$ cat src/rtl/div_pkg.sv
// Shared definitions for the multimode divider: FSM encoding, fast-path constants
// and the counter sizing helper.
package div_pkg;
  typedef enum logic [1:0] {
    S_IDLE = 2'd0,
    S_CALC = 2'd1,
    S_DONE = 2'd2
  } state_t;

  localparam int MAX_N = 64;
  // Divide-by-zero quotient; users slice the low N bits.
  localparam logic [MAX_N-1:0] DBZ_QUOT = '1;

  function automatic int cnt_w(input int n);
    return $clog2(n + 1);
  endfunction
endpackage

$ cat src/rtl/div_step.sv
// One combinational restoring-division step: shift in a dividend bit, trial-subtract,
// keep the difference only when it is non-negative.
module div_step
  import div_pkg::*;
#(
  parameter int N = 8
) (
  input  logic [N:0]   prem,
  input  logic         din,
  input  logic [N-1:0] dmag,
  output logic [N:0]   prem_nx,
  output logic         q_bit
);
  // One extra bit so the borrow of the trial subtract is visible.
  logic [N+1:0] sh, diff;

  assign sh      = {prem, din};
  assign diff    = sh - {2'b00, dmag};
  assign q_bit   = ~diff[N+1];
  assign prem_nx = q_bit ? diff[N:0] : sh[N:0];
endmodule

$ cat src/rtl/multimode_divider.sv
// Sequential radix-2 restoring divider with signed/unsigned mode, back-to-back accept
// and single-cycle divide-by-zero / signed-overflow fast paths.
module multimode_divider
  import div_pkg::*;
#(
  parameter int N = 8
) (
  input  logic         CLK,
  input  logic         RST,
  input  logic         valid,
  input  logic         is_signed,
  input  logic [N-1:0] dividend,
  input  logic [N-1:0] divisor,
  output logic         in_ready,
  output logic         ready,
  output logic [N-1:0] quotient,
  output logic [N-1:0] remainder,
  output logic         div_by_zero,
  output logic         overflow
);
  localparam int CW = cnt_w(N);

  state_t        state;
  logic [CW-1:0] cnt;
  logic [N:0]    rem, rem_nx;
  logic [N-1:0]  dq, dmag;
  logic          q_neg, r_neg, dz_l, ov_l, q_bit;

  logic          dz_in, ov_in;
  logic [N-1:0]  a_mag, b_mag, q_raw, q_fix, r_fix;

  assign dz_in = (divisor == '0);
  assign ov_in = is_signed && (dividend == {1'b1, {(N-1){1'b0}}}) && (divisor == '1);
  assign a_mag = (is_signed && dividend[N-1]) ? -dividend : dividend;
  assign b_mag = (is_signed && divisor[N-1])  ? -divisor  : divisor;

  assign in_ready = (state != S_CALC);

  // dq doubles as the dividend shifter and the quotient accumulator.
  div_step #(.N(N)) u_step (
    .prem    (rem),
    .din     (dq[N-1]),
    .dmag    (dmag),
    .prem_nx (rem_nx),
    .q_bit   (q_bit)
  );

  assign q_raw = {dq[N-2:0], q_bit};
  assign q_fix = q_neg ? -q_raw : q_raw;
  assign r_fix = r_neg ? -rem_nx[N-1:0] : rem_nx[N-1:0];

  always_ff @(posedge CLK) begin
    if (RST) begin
      state       <= S_IDLE;
      cnt         <= '0;
      rem         <= '0;
      dq          <= '0;
      dmag        <= '0;
      q_neg       <= 1'b0;
      r_neg       <= 1'b0;
      dz_l        <= 1'b0;
      ov_l        <= 1'b0;
      ready       <= 1'b0;
      quotient    <= '0;
      remainder   <= '0;
      div_by_zero <= 1'b0;
      overflow    <= 1'b0;
    end else begin
      ready <= 1'b0;
      case (state)
        S_IDLE, S_DONE: begin
          state <= S_IDLE;
          if (valid) begin
            state <= S_CALC;
            dz_l  <= dz_in;
            ov_l  <= ov_in;
            rem   <= '0;
            if (dz_in || ov_in) begin
              // Fast path keeps the raw dividend for the result.
              cnt <= CW'(1);
              dq  <= dividend;
            end else begin
              cnt   <= CW'(N);
              dq    <= a_mag;
              dmag  <= b_mag;
              q_neg <= is_signed & (dividend[N-1] ^ divisor[N-1]);
              r_neg <= is_signed & dividend[N-1];
            end
          end
        end
        S_CALC: begin
          cnt <= cnt - 1'b1;
          if (dz_l || ov_l) begin
            state       <= S_DONE;
            ready       <= 1'b1;
            quotient    <= dz_l ? DBZ_QUOT[N-1:0] : dq;
            remainder   <= dz_l ? dq : '0;
            div_by_zero <= dz_l;
            overflow    <= ov_l;
          end else begin
            rem <= rem_nx;
            dq  <= q_raw;
            if (cnt == CW'(1)) begin
              state       <= S_DONE;
              ready       <= 1'b1;
              quotient    <= q_fix;
              remainder   <= r_fix;
              div_by_zero <= 1'b0;
              overflow    <= 1'b0;
            end
          end
        end
        default: state <= S_IDLE;
      endcase
    end
  end
endmodule

$ cat config.mk
export PLATFORM = sky130hd
export DESIGN_NAME = multimode_divider
export DESIGN_NICKNAME = d
export VERILOG_FILES = /design/src/rtl/div_pkg.sv /design/src/rtl/div_step.sv /design/src/rtl/multimode_divider.sv
export SDC_FILE = /design/constraint.sdc
export NUM_CORES = 1
export LEC_CHECK = 0
export CAP_MARGIN = 5
export CORE_ASPECT_RATIO = 0.5
export CORE_UTILIZATION = 30
export CTS_BUF_LIST = sky130_fd_sc_hd__clkbuf_4 sky130_fd_sc_hd__clkbuf_8
export DETAILED_ROUTE_END_ITERATION = 12
export GPL_TIMING_DRIVEN = 0
export PLACE_DENSITY = 0.48
export RECOVER_POWER = 25
export SYNTH_ARGS = -nofsm -noshare
export SYNTH_HDL_FRONTEND = slang
export SYNTH_SLANG_ARGS = --single-unit
$ cat constraint.sdc
create_clock -name CLK -period 4.55 [get_ports CLK]
set_input_delay 0.455 -clock CLK [delete_from_list [all_inputs] [get_ports CLK]]
set_output_delay 0.455 -clock CLK [all_outputs]
set_load 0.01 [all_outputs]
==> results.md <==
* Crit path kind: register to register
* Layout area overhead at 20.8%
* Max-slew violation count at 0
* Final net count at 531
* Leading cell type by number of instances after synthesis: nor2_1
* Average footprint of a synthesized cell at 7.79 sq um
* Clock latency of the later-clocked register in the worst-skew pair at approximately 0.34 ns
* Core Rows at 27
* Detailed placer's ending HPWL at 7910 um
* Routed len/inst at 16.2 um
* RSZ-0062 raised after global routing: false
* Clock transition time at the flip-flop clock pins of the worst setup and hold paths at 0.11 ns
* Number of vias in the routed layout at 3338
* Reported max-cap violation count at 0
* Core area at 11200 sq um
* Synthesis-stage register bit count at 54
* Crit Reg-Reg Startpoint: dq[7]
* Maximum clock insertion buffer count at 2
* Clk root buf: clkbuf_8
* Count of cells along the worst hold path at 2
* Sequential-to-total area share from yosys stat at 30.9%
* Placed Cells at 647
* Final wirelength at about 11000 um
* Register-to-register setup slack at 0.77 ns
* Top area cells in the synthesized netlist: dfxtp_1, nor2_1, a21oi_1, ha_1, nand2_1
* Clock sinks at 54
* Maximum number of pins on one net before global-route repair at 18
* Width of the chip at 155 um
* Number of unique standard cell types used by synthesis at 60
* Fraction of registers with async set/reset at 0%
* Nature of the critical path startpoint: register
* Total setup buffers inserted after CTS at 0
* Period minus WS final at 3.78 ns
* Ratio of final minimum period to clock period at 83.1%
* Type of the worst min-delay path: register to register
* Initial Util at 31.3%
* Required @ worst endpoint at about 4.8 ns
* Share of the core filled with cells in the final layout at 37.8%
* Worst hold path endpoint: div_by_zero
* Endpoints failing setup at 0
* Number of synthesized flops with an enable pin at 0
* CTS tree: done
* Delay of the slowest cell on the worst path at about 0.47 ns
* CP Data Arrival Time at 4.04 ns
* Post-route insts no fill at 655
* R2r endpoint: remainder[4]
* Share of final-layout standard cells stronger than drive strength 1 at 7.66%
* Power density over the cells at 389 nW/um^2
* Run status: complete, no violations
* Number of antenna violations at the first check in global routing at 0
* Type of destination of the critical path: register
* R2R depth at 14
* Primary FF master, synth: dfxtp_1
* Launch instance of the worst min-delay path: div_by_zero
* Max Freq at 264 MHz
* Count of endpoints failing hold in the final timing report at 0
* Normalized max-slew margin at approximately 44%
* Detailed Routing Iterations Pass 1 at 5
* Minimum setup slack after placement at 0.825 ns
* Area enclosed by the die boundary at 12100 sq um
* Initial DRC Count at ~300
* Synthesized netlist cell count at between 400 and 500
* Ranking of synthesized cells by instance count: nor2_1, dfxtp_1, nand2_1, a21oi_1, inv_1
* Synth Net Count at 485
* Post-route clock skew at 0.0160 ns
* Fraction of post-synthesis cell area in the top cell type by area at 30.9%
* Count of port buffers added during placement at 39
* Number of global-route vias before repair at roughly 3100
* I/O pin total at 40
* LEAKAGE at 1.61 nW
* Standard cell with the maximum stage delay on the critical path: dfxtp_1
* Depth of the CTS H-tree at 2
* Final RePlAce weighted congestion at 0.814
* Kind of cell adding the most delay to the critical path: simple AND/OR/NAND/NOR gates
* Global-route wire length before repair at ~17000 um
* Post-route setup TNS at 0 ns
* Worst path cell trace: inv_1 -> ha_1 -> nand2b_1 -> a211oi_2 -> a21oi_2 -> xnor2_4 -> buf_2 -> mux2_2 -> inv_1 -> ha_1 -> nand2_1 -> or3_1 -> and4_1 -> o32ai_2
* Syn. warnings at 0
* Post_cts resized at 0
* Number of buffers added to fix hold violations after cts at 0
* Antenna viol nets, final at 0
* Total clock buffers created by CTS at 5
* Post-synthesis cell area at around 3500 sq um
* Via-to-Cell Ratio at 5.10
* Die height at between 70 and 80 um
* Final Worst Setup Slack at 0.769 ns
* Cell accounting for the most synthesized area: dfxtp_1
* Critical path peak fanout at 10
* Number of DRC violations after detailed routing at 0
* Total Power Consumption at around 0.0016 W
* Antenna diode count at 0
* Combined global-route utilization of all metal layers at 18.8%
* Worst Path Buf+Inv at 3
* Peak VDD IR at 0.137 mV
* Measured slew at the worst slew-check pin at 0.830 ns
* Total global routing overflow at 0
## area by class of cell
| type | count | area, sq um |
|---|---|---|
| tap | 159 | 199 |
| buffer | 26 | 125 |
| clock buffer | 5 | 68.8 |
| sequential | 54 | 1080 |
| clock inverter | 3 | 68.8 |
| timing repair buffer | 39 | 390 |
| multi-input combinational | 346 | 2200 |
| inverter | 23 | 88.8 |
| fill | 1193 | 6960 |
## kinds of logic (layout without fill, tap and decap cells)
kind of cell / count (synthesis) / count (layout) / share of synthesized area [%]
muxes: 14 / 14 / 4.33
xor gates and xnor gates: 26 / 26 / 7.05
DFF: 54 / 54 / 30.9
buffers and inverters: 49 / 96 / 6.12
and+or+nand+nor: 180 / 180 / 24.6
adders and majority gates: 16 / 16 / 5.94
AOI/OAI and AO/OA: 110 / 110 / 21.0
## metal layers
metal	track usage (%)	wire length, um
met1	28.4	5960
met2	27.3	4220
met3	3.15	370
met4	3.86	85
met5	0	0
## sequential cells by signal, indices dropped and copies added, names as in the netlist, 2 cells and up
register   flops
cnt            4
dmag           8
dq             8
quotient       8
rem            9
remainder      8
state          2
## how the worst max path moves through the flow
stage | end | cells after the start | slack [ns] | from
after floorplan | remainder[4] | 13 | 1.40 | rem[3]
after global placement | remainder[4] | 14 | 0.80 | dq[7]
after detailed placement | remainder[4] | 14 | 0.82 | dq[7]
after CTS | remainder[4] | 14 | 0.77 | dq[7]
after global routing | remainder[6] | 15 | 0.42 | dq[7]
final | remainder[4] | 14 | 0.77 | dq[7]
## through the flow
| stage | cell area (sq um) | hold slack (ns) |
|---|---|---|
| CTS | 4220 | 0.462 |
| floorplan | 3500 | 0.436 |
| global route | 4220 | 0.482 |
| global placement | 4090 | 0.447 |
| detailed placement | 4090 | 0.449 |
| finish | 4220 | 0.457 |
## report_power, final
part | internal, W | leakage [nW] | switching [W]
combinational | 0.000274 | 1.10 | 0.000419
clock | 0.000221 | 0.0683 | 0.000183
sequential | 0.000507 | 0.440 | 0.0000383
total | 0.00100 | 1.61 | 0.000639
## cell usage in the layout (no fill, tap or decap), types with 12 or more instances in the layout
master,instances
nor2_1,60
nand3_1,16
nand2_1,43
clkbuf_1,19
dlygate4sd3_1,18
inv_1,22
nor3_1,17
clkdlybuf4s50_1,21
a211oi_1,12
a21oi_1,42
dfxtp_1,54
xor2_1,16
ha_1,15
## worst min-delay path: stages, from the launching register on
cell and delay, ns:
dfxtp_1 0.32, nand2_1 0.05, a21oi_1 0.05
Power figures use the tool's default switching activity.
